## config.mk

```make
export PLATFORM = sky130hd
export DESIGN_NAME = conv_pool_write_controller_flat
export DESIGN_NICKNAME = d
export VERILOG_FILES = /design/src/rtl/conv_pool_write_controller_pkg.sv /design/src/rtl/conv_pool_write_controller_if.sv /design/src/rtl/conv_pool_write_controller_wrap_counter.sv /design/src/rtl/conv_pool_write_controller.sv /design/src/flat_wrapper.sv
export SDC_FILE = /design/constraint.sdc
export NUM_CORES = 1
export LEC_CHECK = 0
export CORE_UTILIZATION = 55
export CTS_CLUSTER_DIAMETER = 120
export CTS_CLUSTER_SIZE = 30
export DETAILED_ROUTE_END_ITERATION = 8
export GPL_TIMING_DRIVEN = 0
export PLACE_DENSITY = 0.78
export SETUP_SLACK_MARGIN = 0.02
export SYNTH_ARGS = -nofsm -noshare
export SYNTH_HDL_FRONTEND = slang
export SYNTH_HIERARCHICAL = 1
export SYNTH_SLANG_ARGS = --single-unit
```

## constraint.sdc

```tcl
create_clock -name iCLK -period 5 [get_ports iCLK]
set_input_delay 1 -clock iCLK [delete_from_list [all_inputs] [get_ports iCLK]]
set_output_delay 1 -clock iCLK [all_outputs]
set_load 0.02 [all_outputs]
```

## src/rtl/conv_pool_write_controller_pkg.sv

```systemverilog
// Shared parameters, state encoding and helpers for the conv-layer pooling write controller.
// The optional ReLU stage is enabled by defining CONV_WR_RELU_EN and is implemented in the top module.
package conv_wr_pkg;

  localparam int DW        = 16;
  localparam int OW        = 6;
  localparam int OH        = 8;
  localparam int CH        = 112;
  localparam int AW        = 13;
  localparam int PLANE     = OW * OH;
  localparam int LAST_ADDR = CH * PLANE - 1;

  typedef enum logic {
    RUN  = 1'b0,
    DONE = 1'b1
  } state_t;

  // Returns the larger of two two's-complement values.
  function automatic logic signed [DW-1:0] smax(input logic signed [DW-1:0] a,
                                                input logic signed [DW-1:0] b);
    return (b > a) ? b : a;
  endfunction

endpackage

```

## src/rtl/conv_pool_write_controller_if.sv

```systemverilog
// Conv-result input stream and feature-RAM write port of the pooling write controller.
// The master side (MAC datapath or bench) drives samples; the slave side is the controller.
interface conv_pool_write_controller_if;
  import conv_wr_pkg::*;

  logic                 iVALID;
  logic signed [DW-1:0] iDATA;
  logic                 oWR_EN;
  logic [AW-1:0]        oWR_ADDR;
  logic [DW-1:0]        oWR_DATA;
  logic                 oWR_DONE;

  modport master (
    output iVALID, iDATA,
    input  oWR_EN, oWR_ADDR, oWR_DATA, oWR_DONE
  );

  modport slave (
    input  iVALID, iDATA,
    output oWR_EN, oWR_ADDR, oWR_DATA, oWR_DONE
  );

endinterface

```

## src/rtl/conv_pool_write_controller_wrap_counter.sv

```systemverilog
// Modulo-(MAX+1) counter with enable, synchronous reset/clear and a wrap pulse.
// wrap is combinational so counters can be chained within the same cycle.
module wrap_counter #(
  parameter int MAX = 3,
  parameter int W   = $clog2(MAX + 1)
) (
  input  logic         clk,
  input  logic         rst,
  input  logic         clr,
  input  logic         en,
  output logic [W-1:0] cnt,
  output logic         wrap
);

  logic [W-1:0] cnt_q, cnt_d;

  // NOTE: every signal assigned in always_comb gets a default first, so no latch is inferred.
  always_comb begin
    cnt_d = cnt_q;
    wrap  = 1'b0;
    if (en) begin
      if (cnt_q == W'(MAX)) begin
        cnt_d = '0;
        wrap  = 1'b1;
      end else begin
        cnt_d = cnt_q + W'(1);
      end
    end
  end

  // NOTE: state registers use non-blocking assignments so all flops update from pre-edge values.
  always_ff @(posedge clk) begin
    if (rst || clr) cnt_q <= '0;
    else            cnt_q <= cnt_d;
  end

  assign cnt = cnt_q;

endmodule

```

## src/rtl/conv_pool_write_controller.sv

```systemverilog
// Reduces each group of four conv results to a signed max and writes it channel-major into the next layer RAM.
// Define CONV_WR_RELU_EN to clamp negative pooled values to zero before writing.
module conv_pool_write_controller
  import conv_wr_pkg::*;
(
  input logic                          iCLK,
  input logic                          iRST,
  input logic                          iCLR,
  conv_pool_write_controller_if.slave  bus
);

  localparam int PW = 2;
  localparam int CW = $clog2(CH);
  localparam int IW = $clog2(OW);
  localparam int JW = $clog2(OH);

  state_t               state_q, state_d;
  logic signed [DW-1:0] max_q, max_d;
  logic [AW-1:0]        base_q, base_d;
  logic [AW-1:0]        row_q, row_d;
  logic                 wr_en_q, wr_en_d;
  logic [AW-1:0]        wr_addr_q, wr_addr_d;
  logic [DW-1:0]        wr_data_q, wr_data_d;

  logic                 clr_all;
  logic                 accept;
  logic signed [DW-1:0] pooled;
  logic [PW-1:0]        p_cnt;
  logic [CW-1:0]        c_cnt;
  logic [IW-1:0]        i_cnt;
  logic [JW-1:0]        j_cnt;
  logic                 p_wrap, c_wrap, i_wrap, j_wrap;

  assign clr_all = iRST | iCLR;
  // Reset and clear win over a coincident sample, and DONE freezes everything.
  assign accept  = bus.iVALID & (state_q == RUN) & ~clr_all;

  wrap_counter #(.MAX(3),      .W(PW)) u_p_cnt (.clk(iCLK), .rst(iRST), .clr(iCLR), .en(accept), .cnt(p_cnt), .wrap(p_wrap));
  wrap_counter #(.MAX(CH - 1), .W(CW)) u_c_cnt (.clk(iCLK), .rst(iRST), .clr(iCLR), .en(p_wrap), .cnt(c_cnt), .wrap(c_wrap));
  wrap_counter #(.MAX(OW - 1), .W(IW)) u_i_cnt (.clk(iCLK), .rst(iRST), .clr(iCLR), .en(c_wrap), .cnt(i_cnt), .wrap(i_wrap));
  wrap_counter #(.MAX(OH - 1), .W(JW)) u_j_cnt (.clk(iCLK), .rst(iRST), .clr(iCLR), .en(i_wrap), .cnt(j_cnt), .wrap(j_wrap));

  assign pooled = smax(max_q, bus.iDATA);

  always_comb begin
    state_d   = state_q;
    max_d     = max_q;
    base_d    = base_q;
    row_d     = row_q;
    wr_en_d   = 1'b0;
    wr_addr_d = wr_addr_q;
    wr_data_d = wr_data_q;

    if (accept) begin
      max_d = (p_cnt == '0) ? bus.iDATA : pooled;

      if (p_wrap) begin
        wr_en_d   = 1'b1;
        // base tracks c*PLANE, row tracks j*OW; the column is the live counter.
        wr_addr_d = base_q + row_q + AW'(i_cnt);
`ifdef CONV_WR_RELU_EN
        wr_data_d = pooled[DW-1] ? '0 : pooled;
`else
        wr_data_d = pooled;
`endif
        base_d    = (c_cnt == CW'(CH - 1)) ? '0 : base_q + AW'(PLANE);
        if (j_wrap) state_d = DONE;
      end

      if (i_wrap) row_d = (j_cnt == JW'(OH - 1)) ? '0 : row_q + AW'(OW);
    end
  end

  always_ff @(posedge iCLK) begin
    if (clr_all) begin
      state_q   <= RUN;
      max_q     <= '0;
      base_q    <= '0;
      row_q     <= '0;
      wr_en_q   <= 1'b0;
      wr_addr_q <= '0;
      wr_data_q <= '0;
    end else begin
      state_q   <= state_d;
      max_q     <= max_d;
      base_q    <= base_d;
      row_q     <= row_d;
      wr_en_q   <= wr_en_d;
      wr_addr_q <= wr_addr_d;
      wr_data_q <= wr_data_d;
    end
  end

  assign bus.oWR_EN   = wr_en_q;
  assign bus.oWR_ADDR = wr_addr_q;
  assign bus.oWR_DATA = wr_data_q;
  assign bus.oWR_DONE = (state_q == DONE);

endmodule

```

## src/flat_wrapper.sv

```systemverilog
// flat-port wrapper written by rule: the top's interface ports become plain ports
module conv_pool_write_controller_flat import conv_wr_pkg::*;
  (iCLK, iRST, iCLR, bus_iVALID, bus_iDATA, bus_oWR_EN, bus_oWR_ADDR, bus_oWR_DATA, bus_oWR_DONE);
  conv_pool_write_controller_if bus_i ();
  input logic iCLK;
  input logic iRST;
  input logic iCLR;
  input wire logic [$bits(bus_i.iVALID)-1:0] bus_iVALID;
  input wire logic [$bits(bus_i.iDATA)-1:0] bus_iDATA;
  output wire logic [$bits(bus_i.oWR_EN)-1:0] bus_oWR_EN;
  output wire logic [$bits(bus_i.oWR_ADDR)-1:0] bus_oWR_ADDR;
  output wire logic [$bits(bus_i.oWR_DATA)-1:0] bus_oWR_DATA;
  output wire logic [$bits(bus_i.oWR_DONE)-1:0] bus_oWR_DONE;
  assign bus_i.iVALID = bus_iVALID;
  assign bus_i.iDATA = bus_iDATA;
  assign bus_oWR_EN = bus_i.oWR_EN;
  assign bus_oWR_ADDR = bus_i.oWR_ADDR;
  assign bus_oWR_DATA = bus_i.oWR_DATA;
  assign bus_oWR_DONE = bus_i.oWR_DONE;
  conv_pool_write_controller u_core (.iCLK(iCLK), .iRST(iRST), .iCLR(iCLR), .bus(bus_i));
endmodule
```

==> impl_metrics.ini <==
[route]
dr.pass1.iters = 4
drt_iter0_markers = 169
remaining_drc_errors = 0
route.detailed.wl_per_inst_um = 14.7
drtAntennaViolNets = 0
drt-vias-per-instance = 5.51
num_vias = 3625
wl_mm = 9.65

[worst_setup_path]
path_delay_family = simple AND/OR/NAND/NOR gates
critPathCaptureType = flop
r2r_end = u_core/row_q[7]
worstReg2RegStart = u_core/bus.oWR_DONE
reg2reg_depth = 11
cpMaxStageDelayCell = clkdlybuf4s50_1
slowest_delay_ns = 0.62
crit_chain = clkdlybuf4s50_1 -> nor2_1 -> and2_1 -> and2_1 -> nand4_4 -> nor3_2 -> and4b_2 -> nand2_1 -> nor3b_1 -> nand4_1 -> xor2_1 -> nor2_1
r2r_slack_ns = 1.77
critPathMaxFanout = 11
cp.arrival_ns = 4.71
startpoint_type = input port
path_buf_inv = 1
crit_type = in2reg
worst_ep_required_time_ns = 5.22

[clock_network]
clockBufferDepth = 2
post_cts_buffers = 0
path_clk_slew_ns = 0.08
cts_made_buffers = 9
cts_tree = yes
insertion_delay_ns = 0.34
root_buffer = clkbuf_8
clock-sinks = 83
cts_hold_buf = 0
htree_levels = 3

[sta]
skew_ns = 0.00855
slew-limit-headroom = 0.559
layout_min_cycle_time_ns = 4.48
final.period_utilization = 0.896
final.setup.worst_slack_ns = 0.519
final_hold_viol_count = 0
max_freq_ghz = 0.223
finalSetupViolations = 0
worstMarginPinSlew_ns = 0.657
rsz0062_at_grt = false
maxSlewViolCount = 0

[floorplanning]
start_util = 0.572
core_sq_um = 7770
die_height_um = 91.9
die_area_sq_um = 8440
die-width_um = 91.9
row_count = 32
ios = 51

[cells_and_area]
drive_above_1_share = 0.0522
final_cells = 658
fin_util = 0.679
fill_cells = 665
fin_area_sq_um = 5270
antenna-diode-count = 0
multi_input_comb_area_sq_um = 2580
seqCellArea_sq_um = 1660
area.growth.synth_to_final_pct = 18.7
final_nets = 616

[global_route]
grt_max_degree = 13
grt_first_pass_wirelength_mm = 16.3
antenna_found_initial = 0
grtUsageTotal = 0.243
globalRoute.totalOverflow = 0
grt_pass1_vias = 3487

[synthesis]
synth_cell_type_count = 57
synth_ff_type = dfxtp_1
syn_area_sq_um = 4440
synth-edff-count = 0
ys_warn_count = 6
yosysSeqAreaShare = 0.374
synthArstFlopShare = 0
netlist_top_cells_area = dfxtp_1 37%, ha_1 12%, mux2i_1 8.1%, nor2_1 4.6%, a21oi_1 4.3%
synth_top_area_cell = dfxtp_1
syn_nets = 555
synth_top_area_share = 0.374
synthCells = 492
post_synth.cell_area_avg_sq_um = 9.03
synth-seq-cells = 83

[worst_hold_path]
hold_start = u_core/bus.oWR_ADDR[3]
min_to = u_core/bus.oWR_ADDR[3]
hold_path.class = reg2reg
holdPathStages = 2

[placement]
placed_cells_incl_taps = 644
hpwl_mm = 7.15
pre_cts_slack_ns = -0.0398
gp_congestion = 0.772
io_buffers = 50
post_dp_cell_area_sq_um = 5070

[pwr]
power_w = 0.00128
power.leakage_nw = 2.06
power.density_nw_per_um2 = 244
ir_worst_vdd_v = 0.000165

[outcome]
run_status = finished, final reports clean

[job]
drv_cap = 0
-- per-stage QoR --
step / hold WS, ns / setup TNS [ns]
floorplan: 0.467 / 0
global route: 0.481 / 0
finish: 0.458 / 0
global placement: 0.442 / 0
detailed placement: 0.444 / -0.0398
CTS: 0.454 / 0
-- synth_stat cells, types with 3 or more instances --
cell,instances
nand2b_1,5
xor2_1,15
o21a_1,3
and2_1,5
nor2b_1,5
ha_1,42
nor2_1,55
a21oi_1,38
clkbuf_1,10
nand2_1,34
nor3_1,6
inv_1,30
nand3_1,12
mux2i_1,36
o21ai_0,25
xnor2_1,16
o21ai_1,7
a21o_1,3
dfxtp_1,83
nand4_1,6
a211oi_1,6
buf_1,3
-- layout by cell type, fill, tap and decap left out, types with 9 or more instances in the layout --
cell type,instances
dfxtp_1,83
xnor2_1,16
o21ai_0,25
ha_1,42
nand3_1,12
clkbuf_8,9
nor2_1,55
clkbuf_1,12
inv_1,30
a21oi_1,38
nand2_1,34
mux2i_1,36
xor2_1,15
clkdlybuf4s50_1,50
-- kinds of logic after synthesis --
logic type               after synthesis  synth area share
multiplexers                          36            0.0811
other                                  1          0.000844
flip-flops                            83             0.374
AO/OA/AOI/OAI                         99             0.135
adder cells (fa/ha/maj)               43             0.123
AND/OR/NAND/NOR                      153             0.179
XOR/XNOR                              31            0.0611
buffers and inverters                 46            0.0459
-- report_power, final --
group | internal (W) | switching, W
Clock | 0.000276 | 0.000223
Combinational | 0.0000555 | 0.0000620
Sequential | 0.000665 | 0.00000329
-- metal layers --
| layer | up-vias | global-route usage | share of wire |
|---|---|---|---|
| met5 | - | 0 | 0 |
| met3 | 8 | 0.0481 | 0.036 |
| met4 | 0 | 0.0703 | 0.011 |
| met1 | 1715 | 0.315 | 0.48 |
| met2 | 63 | 0.410 | 0.47 |
| li1 | 1839 | - | - |
-- worst reg2reg max path, delay by kind of cell, from the launching register on --
family                    cells  cell delay (ns)
xor gates and xnor gates      1             0.16
DFF                           1             0.33
and+or+nand+nor              10             2.63
-- worst max-delay path by stage --
stage | from | to | slack, ns | cells after the start
final | iCLR | u_core/row_q[7] | 0.52 | 12
after global routing | iCLR | u_core/row_q[7] | 0.18 | 12
after CTS | iCLR | u_core/row_q[7] | 0.32 | 12
after detailed placement | iCLR | u_core/row_q[7] | -0.04 | 12
after global placement | iCLR | u_core/row_q[7] | 0.04 | 12
after floorplan | iCLR | u_core/row_q[7] | 1.45 | 11
-- what timing repair did --
action                                  4_1_cts  5_1_grt
gates resized for setup                       0        1
endpoints found under the setup margin        0        4
hold endpoints to repair                      0        0
-- layout make-up --
type                       instances  area share
buffer                            16      0.0173
tap                              102      0.0242
clock buffer                      11      0.0249
clock inverter                     3      0.0123
inverter                          30      0.0214
timing repair buffer              50      0.0949
sequential                        83       0.315
multi-input combinational        363       0.490
-- sequential cells by signal, indices dropped and copies added (netlist names) --
name and cells:
u_core/bus.oWR_ADDR 13, u_core/base_q 9, u_core/max_q 16, u_core/bus.oWR_EN 1, u_core/bus.oWR_DONE 1, u_core/bus.oWR_DATA 16, u_core/u_c_cnt/cnt 7, u_core/u_j_cnt/cnt 3
u_core/u_i_cnt/cnt 3, u_core/u_p_cnt/cnt 2, u_core/row_q 12
No activity file was read; power rests on OpenSTA's default activity.
